===== config.mk =====
export PLATFORM = sky130hd
export DESIGN_NAME = tree_ensemble_vote_sched
export DESIGN_NICKNAME = d
export VERILOG_FILES = /design/src/rtl/tree_ensemble_vote_sched.sv
export SDC_FILE = /design/constraint.sdc
export NUM_CORES = 1
export LEC_CHECK = 0
export BUFFER_PORTS_ARGS = -buffer_cell sky130_fd_sc_hd__buf_2
export CORE_MARGIN = 10
export CORE_UTILIZATION = 40
export CTS_BUF_LIST = sky130_fd_sc_hd__clkbuf_2 sky130_fd_sc_hd__clkbuf_4 sky130_fd_sc_hd__clkbuf_8
export DETAILED_ROUTE_END_ITERATION = 10
export GPL_ROUTABILITY_DRIVEN = 0
export PLACE_DENSITY = 0.66
export SLEW_MARGIN = 40
export SYNTH_ARGS = -nofsm -noshare
export SYNTH_HDL_FRONTEND = slang
export SYNTH_SLANG_ARGS = --single-unit

===== constraint.sdc =====
create_clock -name clk -period 2 [get_ports clk]
set_input_delay 0.2 -clock clk [delete_from_list [all_inputs] [get_ports clk]]
set_output_delay 0.2 -clock clk [all_outputs]
set_load 0.05 [all_outputs]

===== src/rtl/tree_ensemble_vote_sched.sv =====
// Time-shares one external tree bank across an ensemble vote; latency 1+N_TREES*(1+EVAL_WAIT) from accept to out_valid.
// Backpressure: the result is held in DONE until out_ready; in_ready stays low from accept until the cycle after release.
module tree_ensemble_vote_sched #(
  parameter int N_FEAT    = 51,
  parameter int N_TREES   = 8,
  parameter int EVAL_WAIT = 0,
  parameter bit TIE_CLASS = 1'b0,
  localparam int SEL_W    = (N_TREES > 1) ? $clog2(N_TREES) : 1,
  localparam int VOTE_W   = $clog2(N_TREES + 1)
) (
  input  logic              clk,
  input  logic              rst,
  input  logic              in_valid,
  output logic              in_ready,
  input  logic [N_FEAT-1:0] in_feat,
  output logic [N_FEAT-1:0] feat_o,
  output logic [SEL_W-1:0]  tree_sel,
  input  logic              tree_vote_i,
  output logic              busy,
  output logic              out_valid,
  input  logic              out_ready,
  output logic              out_class,
  output logic [VOTE_W-1:0] out_votes
);

  typedef enum logic [1:0] {IDLE, EVAL, DONE} state_t;

  localparam logic [3:0]        WAIT_LAST = 4'(EVAL_WAIT);
  localparam logic [SEL_W-1:0]  SEL_LAST  = SEL_W'(N_TREES - 1);
  localparam logic [VOTE_W:0]   N_CMP     = (VOTE_W + 1)'(N_TREES);

  state_t            state;
  logic [3:0]        wait_cnt;
  logic [VOTE_W-1:0] vote_cnt;
  logic [VOTE_W-1:0] final_votes;
  logic [VOTE_W:0]   votes_x2;
  logic              maj_class;

  // One extra bit on the doubled count keeps the majority compare overflow-free.
  always_comb begin
    final_votes = vote_cnt + VOTE_W'(tree_vote_i);
    votes_x2    = {final_votes, 1'b0};
    if (votes_x2 > N_CMP)
      maj_class = 1'b1;
    else if (votes_x2 == N_CMP)
      maj_class = TIE_CLASS;
    else
      maj_class = 1'b0;
  end

  always_ff @(posedge clk) begin
    if (rst) begin
      state     <= IDLE;
      in_ready  <= 1'b1;
      busy      <= 1'b0;
      out_valid <= 1'b0;
      out_class <= 1'b0;
      out_votes <= '0;
      feat_o    <= '0;
      tree_sel  <= '0;
      wait_cnt  <= '0;
      vote_cnt  <= '0;
    end else begin
      case (state)
        IDLE: begin
          if (in_valid && in_ready) begin
            feat_o   <= in_feat;
            tree_sel <= '0;
            wait_cnt <= '0;
            vote_cnt <= '0;
            in_ready <= 1'b0;
            busy     <= 1'b1;
            state    <= EVAL;
          end
        end
        EVAL: begin
          if (wait_cnt == WAIT_LAST) begin
            wait_cnt <= '0;
            vote_cnt <= final_votes;
            if (tree_sel == SEL_LAST) begin
              out_votes <= final_votes;
              out_class <= maj_class;
              out_valid <= 1'b1;
              busy      <= 1'b0;
              state     <= DONE;
            end else begin
              tree_sel <= tree_sel + SEL_W'(1);
            end
          end else begin
            wait_cnt <= wait_cnt + 4'd1;
          end
        end
        DONE: begin
          if (out_ready) begin
            out_valid <= 1'b0;
            in_ready  <= 1'b1;
            state     <= IDLE;
          end
        end
        default: state <= IDLE;
      endcase
    end
  end

endmodule


# Yosys cells after proc, flatten, opt, wreduce, memory -nomap -nowiden
# Cells that the tools add are included.
# word_totals
reg_bits	72
latch_bits	0
ram_bits	0
rom_bits	0
input_bits	56
elab_cells	63
memories	0
# op_classes
n_addsub	3
n_mul	0
div_mod_pow	0
n_lt_le_gt_ge	1
n_eq_ne	8
shift	0
n_mux	26
n_bitwise	0
n_reduce_logical	15
# ops
op	count
case mux 4 bit (2 select lines)	2
AND reduction 4 bit	4
2-to-1 mux 4 bit	3
inequality test 2 bit (second input constant)	5
2-to-1 mux 1 bit	9
2-to-1 mux 3 bit	3
AND reduction 3 bit	3
2-to-1 mux 2 bit	4
case mux 1 bit (2 select lines)	3
case mux 2 bit (3 select lines)	1
case mux 3 bit (2 select lines)	1
nonzero test 2 bit	3
greater-than comparator 5 x 4 -> 1 bit (second input constant)	1
adder 4 x 1 -> 4 bit	1
adder 4 x 1 -> 4 bit (second input constant)	1
logical NOT 4 bit	1
AND reduction 2 bit	2
adder 3 x 1 -> 3 bit (second input constant)	1
equality test 3 bit (second input constant)	1
equality test 2 x 1 -> 1 bit (second input constant)	1
equality test 2 bit (second input constant)	1
logical NOT 2 bit	1
logical AND 1 bit	1

# Depth between registers and ports, before layout
# depth
word_depth	4
depth_mapped	7

# Least setup slack after synthesis
# Ideal clock, no wire load.
# synth_path
kind	register -> register
start	register tree_sel[0]
end	register tree_sel[0]
setup_time_ns	0.074
t_arrival_ns	1.757
t_required_ns	1.926
slack_ns	0.169
path_stages_with_launch	6
path_buffers	1
path_cell_list	dfxtp_1 -> ha_1 -> ha_1 -> clkbuf_1 -> or4_1 -> a31oi_1
# synth_between
elab_chain_len	4
elab_cells_between_ends	7
classes_between	add/sub (1); eq/ne (2); mux (3); reduce/logical (1)
# synth_lines
element	line	source
start, declared	17	output logic [SEL_W-1:0] tree_sel,
start signal, assigned	87	tree_sel <= tree_sel + SEL_W'(1);
adder 3 x 1 -> 3 bit	87	
2-to-1 mux 3 bit	80	if (tree_sel == SEL_LAST) begin
2-to-1 mux 3 bit	77	if (wait_cnt == WAIT_LAST) begin
case mux 3 bit (2 select lines)	64	case (state)
# Several ways; a longest one is shown, not always the timed one. The select of a mux whose other input is x is not followed.
# A chain may end at the register's enable or synchronous reset.

# Final worst setup path
# layout_path
start	register wait_cnt[0]
end	register tree_sel[0]
# layout_between
elab_chain_len	3
# layout_lines
element	line	source
start, declared	33	logic [3:0] wait_cnt;
start signal, assigned	90	wait_cnt <= wait_cnt + 4'd1;
logical NOT 4 bit	77	
inequality test 2 bit (no line)	-	
AND reduction 4 bit (no line)	-	
# No other way between the ends.

==> metrics.txt <==
run status finished clean; Worst EP arrival 1.92 ns; post-CTS setup buffers 0; Synth top area share 51.7%; Yosys cell types 33; Setup CP Type reg -> reg; Routed WL 7820 um; Synth Net Count 404; cell taking the most area after synthesis dfxtp_1; Worst Setup End Kind flip-flop; CTS clk-pin slew, worst paths 0.08 ns; I/O pins 118; Max Root-Sink Buffers 2; Worst setup SP type flip-flop; PD cells 964 mW/mm2; Final nets 516; crit path time final 1.65 ns; Skew-Pair Late Insertion Delay 0.34 ns; TritonCTS clock tree done; critical path launch point wait_cnt[0]; critical path fanouts, max 4; P&R area growth vs syn 34.8%; Worst Hold Class in -> reg; main combinational cell family by area after synthesis simple AND/OR/NAND/NOR gates; Mapped Cells 341; Die X 104 um; vias in the first global route 2,629; total negative slack 0 ns; Initial Util 41.1%; antenna diode count 0; Synth Register Bits 72; Routed WL per cell 14.1 um; Mapped Avg Cell Area 8.18 um2; Slew Limit Fails 0; VDD IR max 0.469 mV; cts hold-fix bufs 0; core box area 0.00679 mm2; Root Driver clkbuf_8; layout cells sized above 1 31.9%; Routed Antenna Nets 0; global router's overall resource usage 14.3%; Synth Area in Simple Gates 21.7%; RSZ-0062 raised after global routing false; dominant cells by area after synthesis dfxtp_1 (52%), nand2_1 (14%), a21oi_1 (11%); reg2reg end tree_sel[0]; max cap viols 0; Max Fclk 604 MHz; FF-to-FF setup slack 0.35 ns; ys flop type dfxtp_1; Overflow after GRT 0; Least-Margin Pin Slew 0.489 ns; EDFF count, synth 0; Setup violations, final 0; router iterations before antenna repair 4; CTS HTree Levels 3; sequential area share after synthesis 51.7%; cell count of the worst reg-to-reg path 5; setup slack at placement 0.386 ns; Req. time, crit path 2.27 ns; post-synthesis compound-gate area fraction 17.8%; worst flop-to-flop path startpoint wait_cnt[0]; leak pwr 1.70 nW; final design area excluding fillers 0.00376 mm2; XOR/XNOR Fraction of Synth Area 0.628%; die height 104 um; total CTS buffers 9; Remaining DRCs 0; Final Hold Vio Count 0; DP Wirelength 5560 um; setup slack after layout 0.346 ns; PostCTS Resize Cnt 0; Die ar. 0.0107 mm2; global-route wire length before repair 12,900 um; antenna violations before repair 0; total number of yosys warnings 0; via count 2,662; placed inst area 0.00351 mm2; mux cell area share after synthesis 0.717%; Max-slew headroom 67.4%; Post-Place Cells 538; clk sink count 72; fin crit share 82.7%; fill count 656; Post-synth ARST share 0%; largest net degree at the start of global routing 51; CP endpoint tree_sel[0]; Final Skew 0.0101 ns; number of buffers added on ports 117; Final Instance Count excl. Fillers 554; Post-Synthesis Cell Area 0.00279 mm2; Synth Area in Adders 3.14%; DR iter-0 viols 95; vias per cell 4.81; # rows 30
critical path, stage by stage, from the launching register on:
cell and delay [ns]:
dfxtp_1 0.34, inv_1 0.09, ha_1 0.16, or3b_1 0.37
or4_1 0.48, a31oi_1 0.16
cell type report:
type,instances,area (um2),area share (%)
flip-flops and latches,72,1440,38.3
repair buffers,128,681,18.1
multi-input cells,238,1250,33.2
clock buffers,11,151,4.03
inverters,4,15.0,0.399
well taps,96,120,3.19
clock inverters,5,103,2.73
layer usage:
layer / vias up / track usage [%] / wire, um
met1: 1212 / 15.9 / 3230
li1: 1382 / - / -
met3: 9 / 4.28 / 418
met5: - / 0 / 0
met4: 0 / 6.05 / 105
met2: 59 / 24.8 / 4070
synth_stat cells, drive strengths merged (2+ instances only):
| master | count |
|---|---|
| nand2 | 104 |
| dfxtp | 72 |
| a21oi | 64 |
| clkbuf | 25 |
| nand3 | 12 |
| ha | 7 |
| a31oi | 6 |
| o211ai | 6 |
| o21ai | 5 |
| inv | 4 |
| nand4b | 4 |
| nor2 | 3 |
| nor3 | 3 |
| nor3b | 3 |
| a311oi | 2 |
| buf | 2 |
| mux2i | 2 |
| nand2b | 2 |
| xor2 | 2 |
where the power goes:
group / internal (W) / switching (W)
registers: 0.00151 / 0.0000424
clock network: 0.000895 / 0.000535
logic: 0.000177 / 0.000465
total: 0.00258 / 0.00104
registers in the layout (all words and copies together), names as in the netlist:
| name | flops |
|---|---|
| feat_o | 51 |
| out_class | 1 |
| in_ready | 1 |
| state | 2 |
| wait_cnt | 4 |
| out_valid | 1 |
| tree_sel | 3 |
| out_votes | 4 |
| busy | 1 |
| vote_cnt | 4 |
per-stage QoR:
stage	total power [W]	hold slack [ns]	utilization, %
2_1_floorplan	0.00203	0.319	-
3_3_place_gp	0.00222	0.437	51.6
3_5_place_dp	0.00223	0.442	51.6
4_1_cts	0.00367	0.0704	55.3
5_1_grt	0.00379	0.0755	55.3
6_report	0.00362	0.0885	55.3
how the worst min path moves through the flow:
| stage | startpoint | depth (start not counted) | endpoint |
|---|---|---|---|
| global route | in_feat[44] | 3 | feat_o[44] |
| detailed placement | out_ready | 2 | out_valid |
| finish | in_feat[29] | 3 | feat_o[29] |
| global placement | out_ready | 2 | out_valid |
| floorplan | out_ready | 1 | out_valid |
| CTS | out_ready | 2 | out_valid |
cell usage in the layout (no fill, tap or decap), drive strengths merged:
cell      netlist  routed
buf             2     128
nand2         104     104
dfxtp          72      72
a21oi          64      64
nand3          12      12
clkbuf         25      11
ha              7       7
a31oi           6       6
o211ai          6       6
o21ai           5       5
inv             4       4
nand4b          4       4
nor2            3       3
nor3b           3       3
nor3            3       3
bufinv          0       3
xor2            2       2
nand2b          2       2
mux2i           2       2
a311oi          2       2
nor4bb          1       1
nand4bb         1       1
or3b            1       1
nand3b          1       1
and3b           1       1
a211oi          1       1
nor2b           1       1
o2bb2ai         1       1
o2111ai         1       1
o41ai           1       1
or4             1       1
a21o            1       1
a32o            1       1
clkinv          0       1
clkinvlp        0       1
kinds of logic (layout without fill, tap and decap cells):
group / count (synthesis) / after routing
buffers and inverters: 31 / 148
XOR/XNOR: 2 / 2
AND/OR/NAND/NOR: 138 / 138
flip-flops: 72 / 72
AO/OA/AOI/OAI: 89 / 89
multiplexers: 2 / 2
adder cells (fa/ha/maj): 7 / 7
Power figures use the tool's default switching activity.
